$ cat config.mk
export PLATFORM = sky130hd
export DESIGN_NAME = mem_block_engine
export DESIGN_NICKNAME = d
export VERILOG_FILES = /design/src/rtl/mem_block_engine.sv
export SDC_FILE = /design/constraint.sdc
export NUM_CORES = 1
export LEC_CHECK = 0
export ABC_AREA = 1
export BUFFER_PORTS_ARGS = -buffer_cell sky130_fd_sc_hd__buf_2
export CAP_MARGIN = 10
export CORE_ASPECT_RATIO = 0.75
export CORE_MARGIN = 4
export CORE_UTILIZATION = 60
export DETAILED_ROUTE_END_ITERATION = 8
export GPL_ROUTABILITY_DRIVEN = 0
export GPL_TIMING_DRIVEN = 0
export PLACE_DENSITY_LB_ADDON = 0.15
export SLEW_MARGIN = 25
export SYNTH_ARGS = -nofsm -noshare
export SYNTH_HDL_FRONTEND = slang
export SYNTH_SLANG_ARGS = --single-unit
$ cat constraint.sdc
create_clock -name i_clk -period 4.1 [get_ports i_clk]
set_input_delay 0.205 -clock i_clk [delete_from_list [all_inputs] [get_ports i_clk]]
set_output_delay 0.205 -clock i_clk [all_outputs]
set_load 0.01 [all_outputs]
$ cat src/rtl/mem_block_engine.sv
// rtl/mem_block_engine.sv - fill/copy/sum block sequencer driving a pointer-protocol byte memory
module mem_block_engine #(
  parameter int ADDR_W = 10,
  parameter int DATA_W = 8
) (
  input  logic              i_clk,
  input  logic              i_rst_n,
  input  logic              i_Start,
  input  logic [1:0]        i_Op,
  input  logic [ADDR_W-1:0] i_SrcAddr,
  input  logic [ADDR_W-1:0] i_DstAddr,
  input  logic [ADDR_W:0]   i_Length,
  input  logic [DATA_W-1:0] i_FillData,
  input  logic [DATA_W-1:0] i_MemReadData,
  output logic [ADDR_W-1:0] o_MemAddress,
  output logic [DATA_W-1:0] o_MemWriteData,
  output logic              o_MemWriteEn,
  output logic              o_MemReadEn,
  output logic              o_Busy,
  output logic              o_Done,
  output logic              o_Error,
  output logic [DATA_W-1:0] o_Checksum
);

  localparam logic [2:0] S_IDLE = 3'd0;
  localparam logic [2:0] S_PTR  = 3'd1;
  localparam logic [2:0] S_WR   = 3'd2;
  localparam logic [2:0] S_RPTR = 3'd3;
  localparam logic [2:0] S_RCAP = 3'd4;
  localparam logic [2:0] S_DONE = 3'd5;

  localparam logic [1:0] OP_FILL = 2'b00;
  localparam logic [1:0] OP_COPY = 2'b01;
  localparam logic [1:0] OP_SUM  = 2'b10;

  localparam logic [ADDR_W:0] MAX_LEN = {1'b1, {ADDR_W{1'b0}}};

  logic [2:0]        state_q;
  logic [1:0]        op_q;
  logic [ADDR_W-1:0] src_q;
  logic [ADDR_W-1:0] dst_q;
  logic [ADDR_W:0]   len_q;
  logic [ADDR_W-1:0] idx_q;
  logic [DATA_W-1:0] data_q;
  logic [DATA_W-1:0] checksum_q;
  logic              err_q;

  logic cmd_bad;
  logic last_byte;

  assign cmd_bad   = (i_Length == '0) || (i_Length > MAX_LEN) || (i_Op == 2'b11);
  assign last_byte = ({1'b0, idx_q} == (len_q - (ADDR_W+1)'(1)));

  always_ff @(posedge i_clk or negedge i_rst_n) begin
    if (!i_rst_n) begin
      state_q    <= S_IDLE;
      op_q       <= '0;
      src_q      <= '0;
      dst_q      <= '0;
      len_q      <= '0;
      idx_q      <= '0;
      data_q     <= '0;
      checksum_q <= '0;
      err_q      <= 1'b0;
    end else begin
      case (state_q)
        S_IDLE: begin
          if (i_Start) begin
            op_q       <= i_Op;
            src_q      <= i_SrcAddr;
            dst_q      <= i_DstAddr;
            len_q      <= i_Length;
            data_q     <= i_FillData;
            idx_q      <= '0;
            checksum_q <= '0;
            err_q      <= cmd_bad;
            if (cmd_bad)               state_q <= S_DONE;
            else if (i_Op == OP_FILL)  state_q <= S_PTR;
            else                       state_q <= S_RPTR;
          end
        end
        S_RPTR: state_q <= (op_q == OP_COPY) ? S_PTR : S_RCAP;
        S_PTR: begin
          // copy: read data reflects the source pointer latched in RPTR
          if (op_q == OP_COPY) begin
            data_q     <= i_MemReadData;
            checksum_q <= checksum_q + i_MemReadData;
          end
          state_q <= S_WR;
        end
        S_WR: begin
          idx_q <= idx_q + ADDR_W'(1);
          if (last_byte)             state_q <= S_DONE;
          else if (op_q == OP_COPY)  state_q <= S_RPTR;
          else                       state_q <= S_PTR;
        end
        S_RCAP: begin
          checksum_q <= checksum_q + i_MemReadData;
          idx_q      <= idx_q + ADDR_W'(1);
          state_q    <= last_byte ? S_DONE : S_RPTR;
        end
        S_DONE:  state_q <= S_IDLE;
        default: state_q <= S_IDLE;
      endcase
    end
  end

  always_comb begin
    o_MemAddress   = '0;
    o_MemWriteData = '0;
    o_MemWriteEn   = 1'b0;
    o_MemReadEn    = 1'b0;
    case (state_q)
      S_PTR: begin
        o_MemReadEn  = 1'b1;
        o_MemAddress = dst_q + idx_q;
      end
      S_WR: begin
        // both enables high: memory commits to the pointer latched in PTR
        o_MemReadEn    = 1'b1;
        o_MemWriteEn   = 1'b1;
        o_MemAddress   = dst_q + idx_q;
        o_MemWriteData = data_q;
      end
      S_RPTR, S_RCAP: begin
        o_MemReadEn  = 1'b1;
        o_MemAddress = src_q + idx_q;
      end
      default: ;
    endcase
  end

  assign o_Busy     = (state_q == S_PTR) || (state_q == S_WR) ||
                      (state_q == S_RPTR) || (state_q == S_RCAP);
  assign o_Done     = (state_q == S_DONE);
  assign o_Error    = (state_q == S_DONE) && err_q;
  assign o_Checksum = checksum_q;

endmodule

Word level (Yosys, flattened, before mapping)
Index checks and enable logic that the tools add are counted.
{ "op_classes": {"reduce_logical": 20, "n_eq_ne": 10, "n_lt_le_gt_ge": 1, "add_sub_neg": 5, "n_mux": 20} }
{ "op_table": {"columns": ["op", "count"], "rows": [
  ["2-to-1 mux 8 bit", 5],
  ["case mux 10 bit (2 select lines)", 2],
  ["case mux 8 bit (3 select lines)", 1],
  ["adder 10 bit", 2],
  ["case mux 8 bit (2 select lines)", 1],
  ["2-to-1 mux 3 bit", 5],
  ["case mux 3 bit (5 select lines)", 1],
  ["== test 10 x 11 -> 1 bit", 1],
  ["greater-than comparator 11 bit, second input constant", 1],
  ["logical NOT 11 bit", 1],
  ["subtractor 11 x 1 -> 11 bit, second input constant", 1],
  ["adder 10 x 1 -> 10 bit, second input constant", 1],
  ["2-to-1 mux 10 bit", 1],
  ["adder 8 bit", 1],
  ["== test 3 x 2 -> 1 bit, second input constant", 2],
  ["== test 3 bit, second input constant", 2],
  ["AND reduction 3 bit", 2],
  ["OR reduction 2 bit", 3],
  ["logical OR 1 bit", 5],
  ["2-to-1 mux 2 bit", 2],
  ["inequality test 2 bit, second input constant", 2],
  ["AND reduction 2 bit", 2],
  ["nonzero test 2 bit", 2],
  ["OR reduction 4 bit", 1],
  ["8 further kinds", 9]
]} }
{ "word_totals": {"out_inout_bits": 31, "inputBits": 52, "regBits": 63} }

Depth between registers and ports, before layout
Gate-level depths: netlist of the first run.
{ "depth": {"depth_word": 6, "depth_mapped": 16} }

Worst setup path after synthesis of the first run
Ideal clock, no wire load.
{ "synth_path": {"path_kind": "reg-to-output", "start": "register state_q[2]", "end": "output port o_MemAddress[7]", "path_slack_ns": 1.337, "arrival_time_ns": 2.558, "n_path_buf": 1, "stages_incl_launch_ff": 13, "path_cell_list": "dfrtp_1 -> inv_1 -> nand3_1 -> nand2_1 -> buf_2 -> mux2_2 -> ha_1 -> a21oi_1 -> o21ai_0 -> a21oi_1 -> o21ai_0 -> xor2_1 -> nor2_1"} }
{ "synth_via": {"elab_chain_cells": 3, "elab_cells_between_ends": 7, "cone_classes": "eq/ne (4); mux (1); reduce/logical (2)"} }
{ "synth_rtl": {"columns": ["element", "line_no", "rtl"], "rows": [
  ["start, declared", "38", "logic [2:0] state_q;"],
  ["start signal, assigned", "82", "S_RPTR: state_q <= (op_q == OP_COPY) ? S_PTR : S_RCAP;"],
  ["start signal, assigned", "100", "state_q <= last_byte ? S_DONE : S_RPTR;"],
  ["== test 3 x 2 -> 1 bit (tied with other cells)", "113", "case (state_q)"],
  ["OR reduction 2 bit (on tied branches)", null, null],
  ["case mux 10 bit (2 select lines) *", "113", null],
  ["end, declared", "15", "output logic [ADDR_W-1:0] o_MemAddress,"]
]} }
Every way passes the cells marked *; elsewhere a longest branch is shown, timed or not.

Worst setup path in the final report of the first run
{ "layout_path": {"start": "register state_q[1]", "end": "output port o_MemAddress[7]"} }
Same word-level chain as after synthesis.

==> results of run 1 <==
==> worst max-delay path: cells and delay by family, from the launching register on <==
family	cells	cell delay (ps)
AOI/OAI and AO/OA	4	680
muxes	1	370
and+or+nand+nor	4	670
DFF	1	460
buffers and inverters	2	440
xor gates and xnor gates	1	160
adders and majority gates	1	320
==> worst paths after layout <==
check | cells after the start | start | to | slack, ps
setup / recovery | 13 | state_q[1] | o_MemAddress[7] | 460
max in group asynchronous | 3 | i_rst_n | len_q[5] | 3320
hold / removal | 3 | i_SrcAddr[7] | src_q[7] | 50
setup reg to reg | 11 | len_q[0] | state_q[1] | 2150
hold reg to reg | 2 | dst_q[8] | dst_q[8] | 470
min in group asynchronous | 2 | i_rst_n | len_q[7] | 280
==> routing by layer <==
layer | GRT usage [%] | share of wire (%) | vias to the layer above
met5 | 0 | 0 | -
met4 | 6.029 | 0.99 | 0
met3 | 7.390 | 8.2 | 14
met2 | 40.33 | 44 | 160
met1 | 38.00 | 46 | 1904
li1 | - | - | 2089
==> cell type report <==
class,instances,share of cell area [%]
Buffer,11,0.9545
Clock buffer,12,2.914
Clock inverter,3,1.356
Inverter,77,5.803
Multi-Input combinational cell,439,46.17
Sequential cell,63,31.65
Tap cell,84,2.110
Timing Repair Buffer,84,9.043
==> cell families (layout without fill, tap and decap cells) <==
logic type,Yosys count,count (layout),synth area share (%)
buf+inv,88,187,7.989
flops,63,63,37.42
mux,8,8,2.138
fa+ha+maj,20,20,6.297
compound gates,94,94,12.89
simple gates,307,307,31.19
xor+xnor,10,10,2.079
==> power by group through the flow <==
stage                     Clock (W)  Sequential (W)  Combinational (W)
final                      0.000595         0.00109            0.00221
after CTS                  0.000601         0.00108            0.00220
after detailed placement          0         0.00109            0.00217
after global routing       0.000628         0.00112            0.00250
after global placement            0         0.00108            0.00210
after floorplan                   0         0.00105            0.00159
==> metrics by stage <==
stage,total power [W],cell area (sq um)
after floorplan,0.002647,4213
after detailed placement,0.003264,4758
after global placement,0.003177,4728
after CTS,0.003883,4981
final,0.003897,4981
after global routing,0.004253,4981
==> synth_stat cells, types with 2 or more instances <==
| cell type | count |
|---|---|
| a21oi_4 | 2 |
| o211ai_1 | 9 |
| nor2_1 | 64 |
| inv_2 | 4 |
| inv_1 | 73 |
| nor3_1 | 7 |
| nand2_2 | 2 |
| o21ai_0 | 45 |
| dfrtp_1 | 63 |
| buf_2 | 2 |
| mux2_2 | 8 |
| o21ai_1 | 2 |
| clkbuf_1 | 8 |
| nand3_1 | 32 |
| nand4_1 | 5 |
| xor2_1 | 9 |
| nor2_4 | 2 |
| a21oi_1 | 26 |
| a31oi_1 | 3 |
| or2_2 | 10 |
| nand2_1 | 176 |
| ha_1 | 18 |
| a22o_1 | 2 |
| nor3_4 | 2 |
| fa_1 | 2 |
==> flip-flops by register name, summed over array words and instances (netlist names) <==
register    cells
dst_q          10
len_q          11
src_q          10
err_q           1
o_Checksum      8
data_q          8
op_q            2
state_q         3
idx_q          10
==> what timing repair did <==
action,4_1_cts,5_1_grt
hold buffers,1,0
resized for setup,0,0
endpoints found under the hold margin,18,0
==> flow_summary.json, run 1 <==
{
  "num_vias": 4167,
  "clockRootBuffer": "clkbuf_8",
  "cp_data_arrival_time_ps": 3440,
  "syn-mean-instance-area_sq_um": 7.140,
  "status": "complete, no violations",
  "synthesis.area_sq_um": 4213,
  "crit_path_start_kind": "flop",
  "cp_slowest_stage_delay_ps": 460,
  "drt_wl_total_um": 10910,
  "floorplan.initialDensity_pct": 61.67,
  "synth_cell_type_count": 39,
  "p_leak_nw": 2.687,
  "power_frac_seq_pct": 27.9,
  "coreArea_sq_um": 6832,
  "drv_cap": 0,
  "clock-skew-final_ps": 6.673,
  "ant_nets": 0,
  "hpwlAfterDp_um": 8360,
  "synthCells": 590,
  "stdcell_count": 773,
  "layout_commonest_cell": "nand2_1",
  "clkPwrFrac_pct": 15.3,
  "synthFlopType": "dfrtp_1",
  "critPathMaxFanout": 10,
  "die_area_sq_um": 8440,
  "synth_top_area_share_pct": 37.42,
  "rsz0062_at_grt": "false",
  "place_inst": 757,
  "slew_violations": 0,
  "ys_ff_latch": 63,
  "power.density_nw_per_um2": 782.3,
  "synth_edf_count": 0,
  "vias_per_cell": 5.391,
  "clk_latency_ps": 340,
  "grt_pass1_wl_um": 17870,
  "grt_antenna_before_repair": 0,
  "post-route-period-util_pct": 88.86,
  "dr.pass1.iters": 5,
  "yosys-top-cells-area": "dfrtp_1 (37%), nand2_1 (16%), inv_1 (6.5%)",
  "io_buffers": 82,
  "rows": 26,
  "crit_path_top_delay_cell": "dfrtp_1",
  "yosysWarnings": 0,
  "synth_top_cell_by_area": "dfrtp_1",
  "post-cts-setup-buffer-count": 0,
  "syn_nets": 662,
  "swShare_pct": 47.52,
  "tightest_slew_ps": 596.4,
  "vdd_drop_max_v": 0.0003739,
  "endpoint_kind": "output pin",
  "clkSinkCount": 63,
  "drive_gt1_share_pct": 19.30,
  "die_y_um": 80.57,
  "holdWs_ps": 51.92,
  "cts_tree": "yes",
  "grt_max_degree": 46,
  "setup_viol": 0,
  "drtIter0Drc": 274,
  "setup_slack_ps": 456.7,
  "routedWlPerCell_um": 14.11,
  "clk_path_buf_depth": 2,
  "worstPathCellList": "nor2_2 > nand2_1 > nand2_1 > buf_2 > mux2_2 > ha_1 > a21oi_1 > o21ai_0 > a21oi_1 > o21ai_0 > xor2_1 > nor2_1 > buf_2",
  "overflow": 0,
  "final_cell_mix": "nand2_1 (176), buf_2 (83), inv_1 (73)",
  "nets": 757,
  "grt_pass1_vias": 3872,
  "drcViolationCount": 0,
  "die_w_um": 104.8,
  "fillers": 577,
  "intPower_w": 0.002045,
  "hold_class": "in2reg",
  "ys_seq_area_share_pct": 37.42,
  "clk_pin_slew_ps": 70,
  "slew_headroom_pct": 60.24,
  "tns_ps": 0,
  "final_util_pct": 72.91,
  "ioPinCount": 83,
  "h-tree-depth": 3,
  "worstSetupPathType": "reg2out",
  "hold_viol": 0,
  "preCtsSetupSlack_ps": 882.6,
  "postSynth.asyncResetShare_pct": 100.0,
  "comb_power_share_pct": 56.8,
  "seqCellArea_sq_um": 1577,
  "cp.required_ps": 3890,
  "grtUsageTotal_pct": 26.61,
  "cts_buffers": 9,
  "multi_input_area_sq_um": 2300,
  "area_delta_synth_final_pct": 18.24,
  "switchingPower_w": 0.001852,
  "finalCriticalPeriod_ps": 3643,
  "clock.fmax_mhz": 274.5,
  "num_antenna_cells": 0
}
Power figures use the tool's default switching activity.
==> run 2: changes to the inputs <==
ABC_AREA = not set   (was 1)
==> flow_summary.json, run 2 <==
{
  "status": "complete, no violations",
  "grt_max_degree": 64,
  "slew_headroom_pct": 38.25,
  "ant_nets": 0,
  "setup_slack_ps": 220.5,
  "ys_seq_area_share_pct": 39.26,
  "die_y_um": 78.85,
  "hold_class": "in2reg",
  "crit_top_cell": "buf_2",
  "cp_slowest_stage_delay_ps": 390,
  "post-route-period-util_pct": 94.62,
  "vdd_drop_max_v": 0.0005633,
  "clk_path_buf_depth": 2,
  "tightest_slew_ps": 924.3,
  "clock.fmax_mhz": 257.8,
  "h-tree-depth": 3,
  "drcViolationCount": 0,
  "crit_path_top_delay_cell": "mux2_2",
  "p_leak_nw": 2.226,
  "endpoint_kind": "output pin",
  "syn_nets": 471,
  "clk_pin_slew_ps": 70,
  "grt_pass1_wl_um": 16550,
  "io_buffers": 82,
  "clockRootBuffer": "clkbuf_8",
  "worstSetupPathType": "reg2out",
  "synthesis.area_sq_um": 4015,
  "coreArea_sq_um": 6412,
  "synth_top_area_share_pct": 39.26,
  "slew_violations": 0,
  "synth_xor_area_share_pct": 5.672,
  "top_register": "len_q",
  "vias_per_cell": 5.850,
  "hold_viol": 0,
  "rsz0062_at_grt": "false",
  "hpwlAfterDp_um": 7350,
  "overflow": 0,
  "synthTopCellsByCount": "dfrtp_1 (63), mux2_2 (39), nor2_1 (29)",
  "ioPinCount": 83,
  "synth.most_common_cell": "dfrtp_1",
  "synthCells": 399,
  "grtUsageTotal_pct": 26.35,
  "drtIter0Drc": 281,
  "die_w_um": 102.5,
  "cts_tree": "yes",
  "finalCriticalPeriod_ps": 3879,
  "drt_wl_total_um": 9929,
  "postSynth.asyncResetShare_pct": 100.0,
  "cts_buffers": 9,
  "synthFlopType": "dfrtp_1",
  "layout_commonest_cell": "buf_2",
  "area_delta_synth_final_pct": 19.66,
  "syn-mean-instance-area_sq_um": 10.06,
  "nets": 567,
  "synth_edf_count": 0,
  "grt_antenna_before_repair": 0,
  "die_area_sq_um": 8078,
  "drv_cap": 0,
  "drive_gt1_share_pct": 31.80,
  "stdcell_count": 581,
  "yosysWarnings": 0,
  "yosys-top-cells-area": "dfrtp_1 (39%), mux2_2 (11%), ha_1 (5.6%)",
  "final_cell_mix": "buf_2 (89), dfrtp_1 (63), mux2_2 (39)",
  "synthAdderAreaFrac_pct": 6.606,
  "place_inst": 562,
  "dr.pass1.iters": 5,
  "rows": 25,
  "grt_pass1_vias": 3449,
  "clk_latency_ps": 350,
  "routedWlPerCell_um": 17.09,
  "critPathMaxFanout": 9,
  "num_vias": 3399,
  "synth_cell_type_count": 56,
  "power.density_nw_per_um2": 815.0,
  "synth_compound_area_share_pct": 14.52,
  "synthMuxAreaShare_pct": 14.74,
  "synth_top_family_by_area": "simple AND/OR/NAND/NOR gates",
  "yosys.area_share.simple_pct": 15.86,
  "cp_data_arrival_time_ps": 3670,
  "num_antenna_cells": 0,
  "clkSinkCount": 63,
  "floorplan.initialDensity_pct": 62.61,
  "tns_ps": 0,
  "cp.required_ps": 3890,
  "worstPathCellList": "buf_2 > or2_2 > mux2i_4 > mux2_2 > ha_1 > inv_1 > fa_1 > nor2b_1 > o21ai_0 > a21boi_0 > o21a_1 > o41ai_2 > mux2i_1 > buf_2",
  "synth_top_cell_by_area": "dfrtp_1",
  "clock-skew-final_ps": 9.766,
  "ys_ff_latch": 63,
  "setup_viol": 0,
  "crit_path_start_kind": "flop",
  "largest_register_ffs": 11,
  "preCtsSetupSlack_ps": 332.6
}
run 2: cell count changes after synthesis, sizes merged, moves of 12 or more:
cell	before	now
and2	1	13
xnor2	1	18
nor2	67	30
mux2i	0	14
mux2	8	39
o21ai	47	18
nand3	32	5
inv	77	14
nand2	179	26
run 2: per-layer routing:
layer	up-vias	GRT usage, %	wire (um)
met4	0	6.684	131
met2	127	38.47	4350
met1	1611	36.38	4548
li1	1643	-	-
met3	18	10.71	898
met5	-	0	0
run 2: through the flow:
step	instance area (sq um)	total power (W)	hold slack [ps]	utilization (%)
after detailed placement	4529	0.003209	340.6	70.63
after floorplan	4015	0.002628	-90.59	-
final	4805	0.003916	81.56	74.93
after global routing	4805	0.004229	60.23	74.93
after CTS	4797	0.003899	74.84	74.81
after global placement	4527	0.003127	434.1	70.60
run 2: cell families after synthesis:
family / Yosys count
XOR/XNOR: 26
flip-flops: 63
buffers and inverters: 31
AO/OA/AOI/OAI: 85
AND/OR/NAND/NOR: 121
multiplexers: 53
adder cells (fa/ha/maj): 20
run 2: critical path: cells and delay by family (launching register included):
| kind | cells | cell delay [ps] |
|---|---|---|
| AND/OR/NAND/NOR | 2 | 400 |
| multiplexers | 3 | 890 |
| AO/OA/AOI/OAI | 4 | 890 |
| adder cells (fa/ha/maj) | 2 | 380 |
| flip-flops | 1 | 350 |
| buffers and inverters | 3 | 400 |
run 2: worst paths after layout:
check,slack (ps),startpoint,cells after the start,to
hold / removal,80,i_SrcAddr[7],2,src_q[7]
min in group asynchronous,480,i_rst_n,2,src_q[8]
setup reg to reg,1810,state_q[1],7,src_q[9]
hold reg to reg,510,src_q[8],1,src_q[8]
max in group asynchronous,3080,i_rst_n,2,o_Checksum[3]
setup / recovery,220,state_q[1],14,o_MemAddress[8]
run 2: timing repair:
| item | 4_1_cts | 5_1_grt |
|---|---|---|
| buffers inserted | 2 | 0 |
| hold buffers | 1 | 0 |
| resized for setup | 0 | 1 |
| hold endpoints to repair | 63 | 0 |
| setup endpoints to repair | 1 | 1 |
run 2: power by group:
group | total, W | internal (W) | switching [W]
sequential | 0.00109 | 0.000890 | 0.000198
clock | 0.000654 | 0.000409 | 0.000245
combinational | 0.00217 | 0.00101 | 0.00117
run 2: final cells by class:
| type | instances | area, sq um |
|---|---|---|
| Fill cell | 483 | 1608 |
| Clock inverter | 2 | 60.06 |
| Multi-Input combinational cell | 305 | 2312 |
| Sequential cell | 63 | 1577 |
| Clock buffer | 14 | 182.7 |
| Tap cell | 81 | 101.3 |
| Timing Repair Buffer | 85 | 437.9 |
| Inverter | 14 | 52.55 |
| Buffer | 17 | 81.33 |
==> run 3: changes to the inputs <==
CELL_PAD_IN_SITES_DETAIL_PLACEMENT = 1   (was not set)
CELL_PAD_IN_SITES_GLOBAL_PLACEMENT = 1   (was not set)
CORE_UTILIZATION = 46   (was 60)
==> flow_summary.json, run 3 (synthesis results as in run 2) <==
{
  "swShare_pct": 41.16,
  "ioPinCount": 83,
  "drv_cap": 0,
  "clockRootBuffer": "clkbuf_16",
  "grt_antenna_before_repair": 0,
  "drive_gt1_share_pct": 32.01,
  "h-tree-depth": 3,
  "cp.required_ps": 3890,
  "hold_end": "src_q[7]",
  "drcViolationCount": 0,
  "power_frac_seq_pct": 26.6,
  "drtIter0Drc": 148,
  "die_area_sq_um": 10300,
  "fillers": 991,
  "tightest_slew_ps": 928.3,
  "rsz0062_at_grt": "false",
  "layout_commonest_cell": "buf_2",
  "vdd_drop_max_v": 0.0004478,
  "rr_startpoint": "state_q[1]",
  "r2r_end": "src_q[1]",
  "grtUsageTotal_pct": 23.50,
  "slew_headroom_pct": 37.98,
  "endpoint_kind": "output pin",
  "largest_register_ffs": 11,
  "hold_class": "in2reg",
  "clk_pin_slew_ps": 50,
  "clk_latency_ps": 330,
  "slew_violations": 0,
  "finalCriticalPeriod_ps": 3869,
  "hpwlAfterDp_um": 8677,
  "ant_nets": 0,
  "setup_slack_ps": 230.6,
  "clock-skew-final_ps": 5.008,
  "cp_data_arrival_time_ps": 3660,
  "clkPwrFrac_pct": 18.6,
  "rrSetupSlack_ps": 1810,
  "preCtsSetupSlack_ps": 212.2,
  "rr_worst_depth": 7,
  "dpl_cell_area_sq_um": 4583,
  "final_cell_mix": "buf_2 (89), dfrtp_1 (63), mux2_2 (39)",
  "power.density_nw_per_um2": 829.1,
  "io_buffers": 82,
  "tns_ps": 0,
  "final_util_pct": 57.97,
  "vias_per_cell": 5.622,
  "total_power_w": 0.004081,
  "rows": 29,
  "crit_path_start_kind": "flop",
  "top_register": "len_q",
  "num_vias": 3435,
  "nets": 570,
  "floorplan.initialDensity_pct": 47.29,
  "grt_pass1_wl_um": 18620,
  "p_leak_nw": 2.269,
  "post-route-period-util_pct": 94.38,
  "clock.fmax_mhz": 258.4,
  "grt_max_degree": 34,
  "num_antenna_cells": 0,
  "multi_input_area_sq_um": 2312,
  "critPathMaxFanout": 9,
  "routedWlPerCell_um": 18.62,
  "worstSetupPathType": "reg2out",
  "die_y_um": 88.91,
  "area_delta_synth_final_pct": 22.59,
  "min_from": "i_SrcAddr[7]",
  "final_design_area_no_fill_sq_um": 4922,
  "dr.pass1.iters": 5,
  "setup_viol": 0,
  "clkSinkCount": 63,
  "cts_buffers": 9,
  "hold_viol": 0,
  "overflow": 0,
  "seqCellArea_sq_um": 1577,
  "coreArea_sq_um": 8491,
  "die_w_um": 115.9,
  "status": "complete, no violations",
  "holdPathStages": 2,
  "intPower_w": 0.002401,
  "cts_tree": "yes",
  "grt_pass1_vias": 3629,
  "comb_power_share_pct": 54.8,
  "switchingPower_w": 0.001680,
  "drt_wl_total_um": 11380,
  "clk_path_buf_depth": 2
}
## run 3: changes by cell type in the layout (fill, tap and decap cells not counted), sizes merged
cell | previous run | this run
clkbuf | 20 | 18
clkinv | 0 | 3
bufinv | 2 | 1
buf | 95 | 98
## run 3: worst max-delay path, cell delays in order (launching register included)
cell and delay (ps):
dfrtp_1 350, buf_2 170, or2_2 340, mux2i_4 220
buf_4 160, mux2_2 330, ha_1 310, nor2b_1 170
o21ai_1 190, a21boi_0 160, o21a_1 240, o41ai_2 270
mux2i_1 270, buf_2 160
## run 3: area by class of cell
class | instances | share of cell area, %
inverters | 14 | 1.068
well taps | 108 | 2.745
clock buffers | 12 | 5.008
plain buffers | 17 | 1.652
multi-input cells | 305 | 46.98
flip-flops and latches | 63 | 32.03
clock inverters | 4 | 0.9151
repair buffers | 88 | 9.609
## run 3: through the flow
stage               hold slack (ps)  instances
global placement              436.6        589
floorplan                    -90.59        399
CTS                           96.56        609
global route                  102.7        611
finish                        107.3        611
detailed placement            172.2        590
## run 3: power groups by stage
stage / clock network (W) / logic, W / registers (W)
global placement: 0 / 0.00210 / 0.00108
detailed placement: 0 / 0.00218 / 0.00110
finish: 0.000761 / 0.00223 / 0.00108
floorplan: 0 / 0.00158 / 0.00105
CTS: 0.000773 / 0.00223 / 0.00109
global route: 0.000806 / 0.00249 / 0.00113
## run 3: worst max-delay path by stage
stage / startpoint / endpoint / slack (ps) / depth (start not counted)
after floorplan: state_q[1] / o_MemAddress[8] / 860 / 13
after global placement: state_q[1] / o_MemAddress[8] / 320 / 14
after detailed placement: state_q[1] / o_MemAddress[8] / 210 / 14
after CTS: state_q[1] / o_MemAddress[8] / 30 / 14
after global routing: state_q[1] / o_MemAddress[8] / 3 / 13
final: state_q[1] / o_MemAddress[8] / 230 / 13
## run 3: layer usage
layer | part of all wire (%) | wire length, um | track usage, % | up-vias
li1 | - | - | - | 1640
met4 | 1.1 | 130 | 6.112 | 0
met1 | 47 | 5388 | 32.71 | 1721
met2 | 47 | 5331 | 37.75 | 62
met3 | 4.6 | 525 | 5.007 | 12
met5 | 0 | 0 | 0 | -
## run 3: repair_timing
action	CTS	global route
setup endpoints to repair	1	1
hold buffers	1	0
resized for setup	0	2
endpoints found under the hold margin	30	0
buffers inserted	2	2
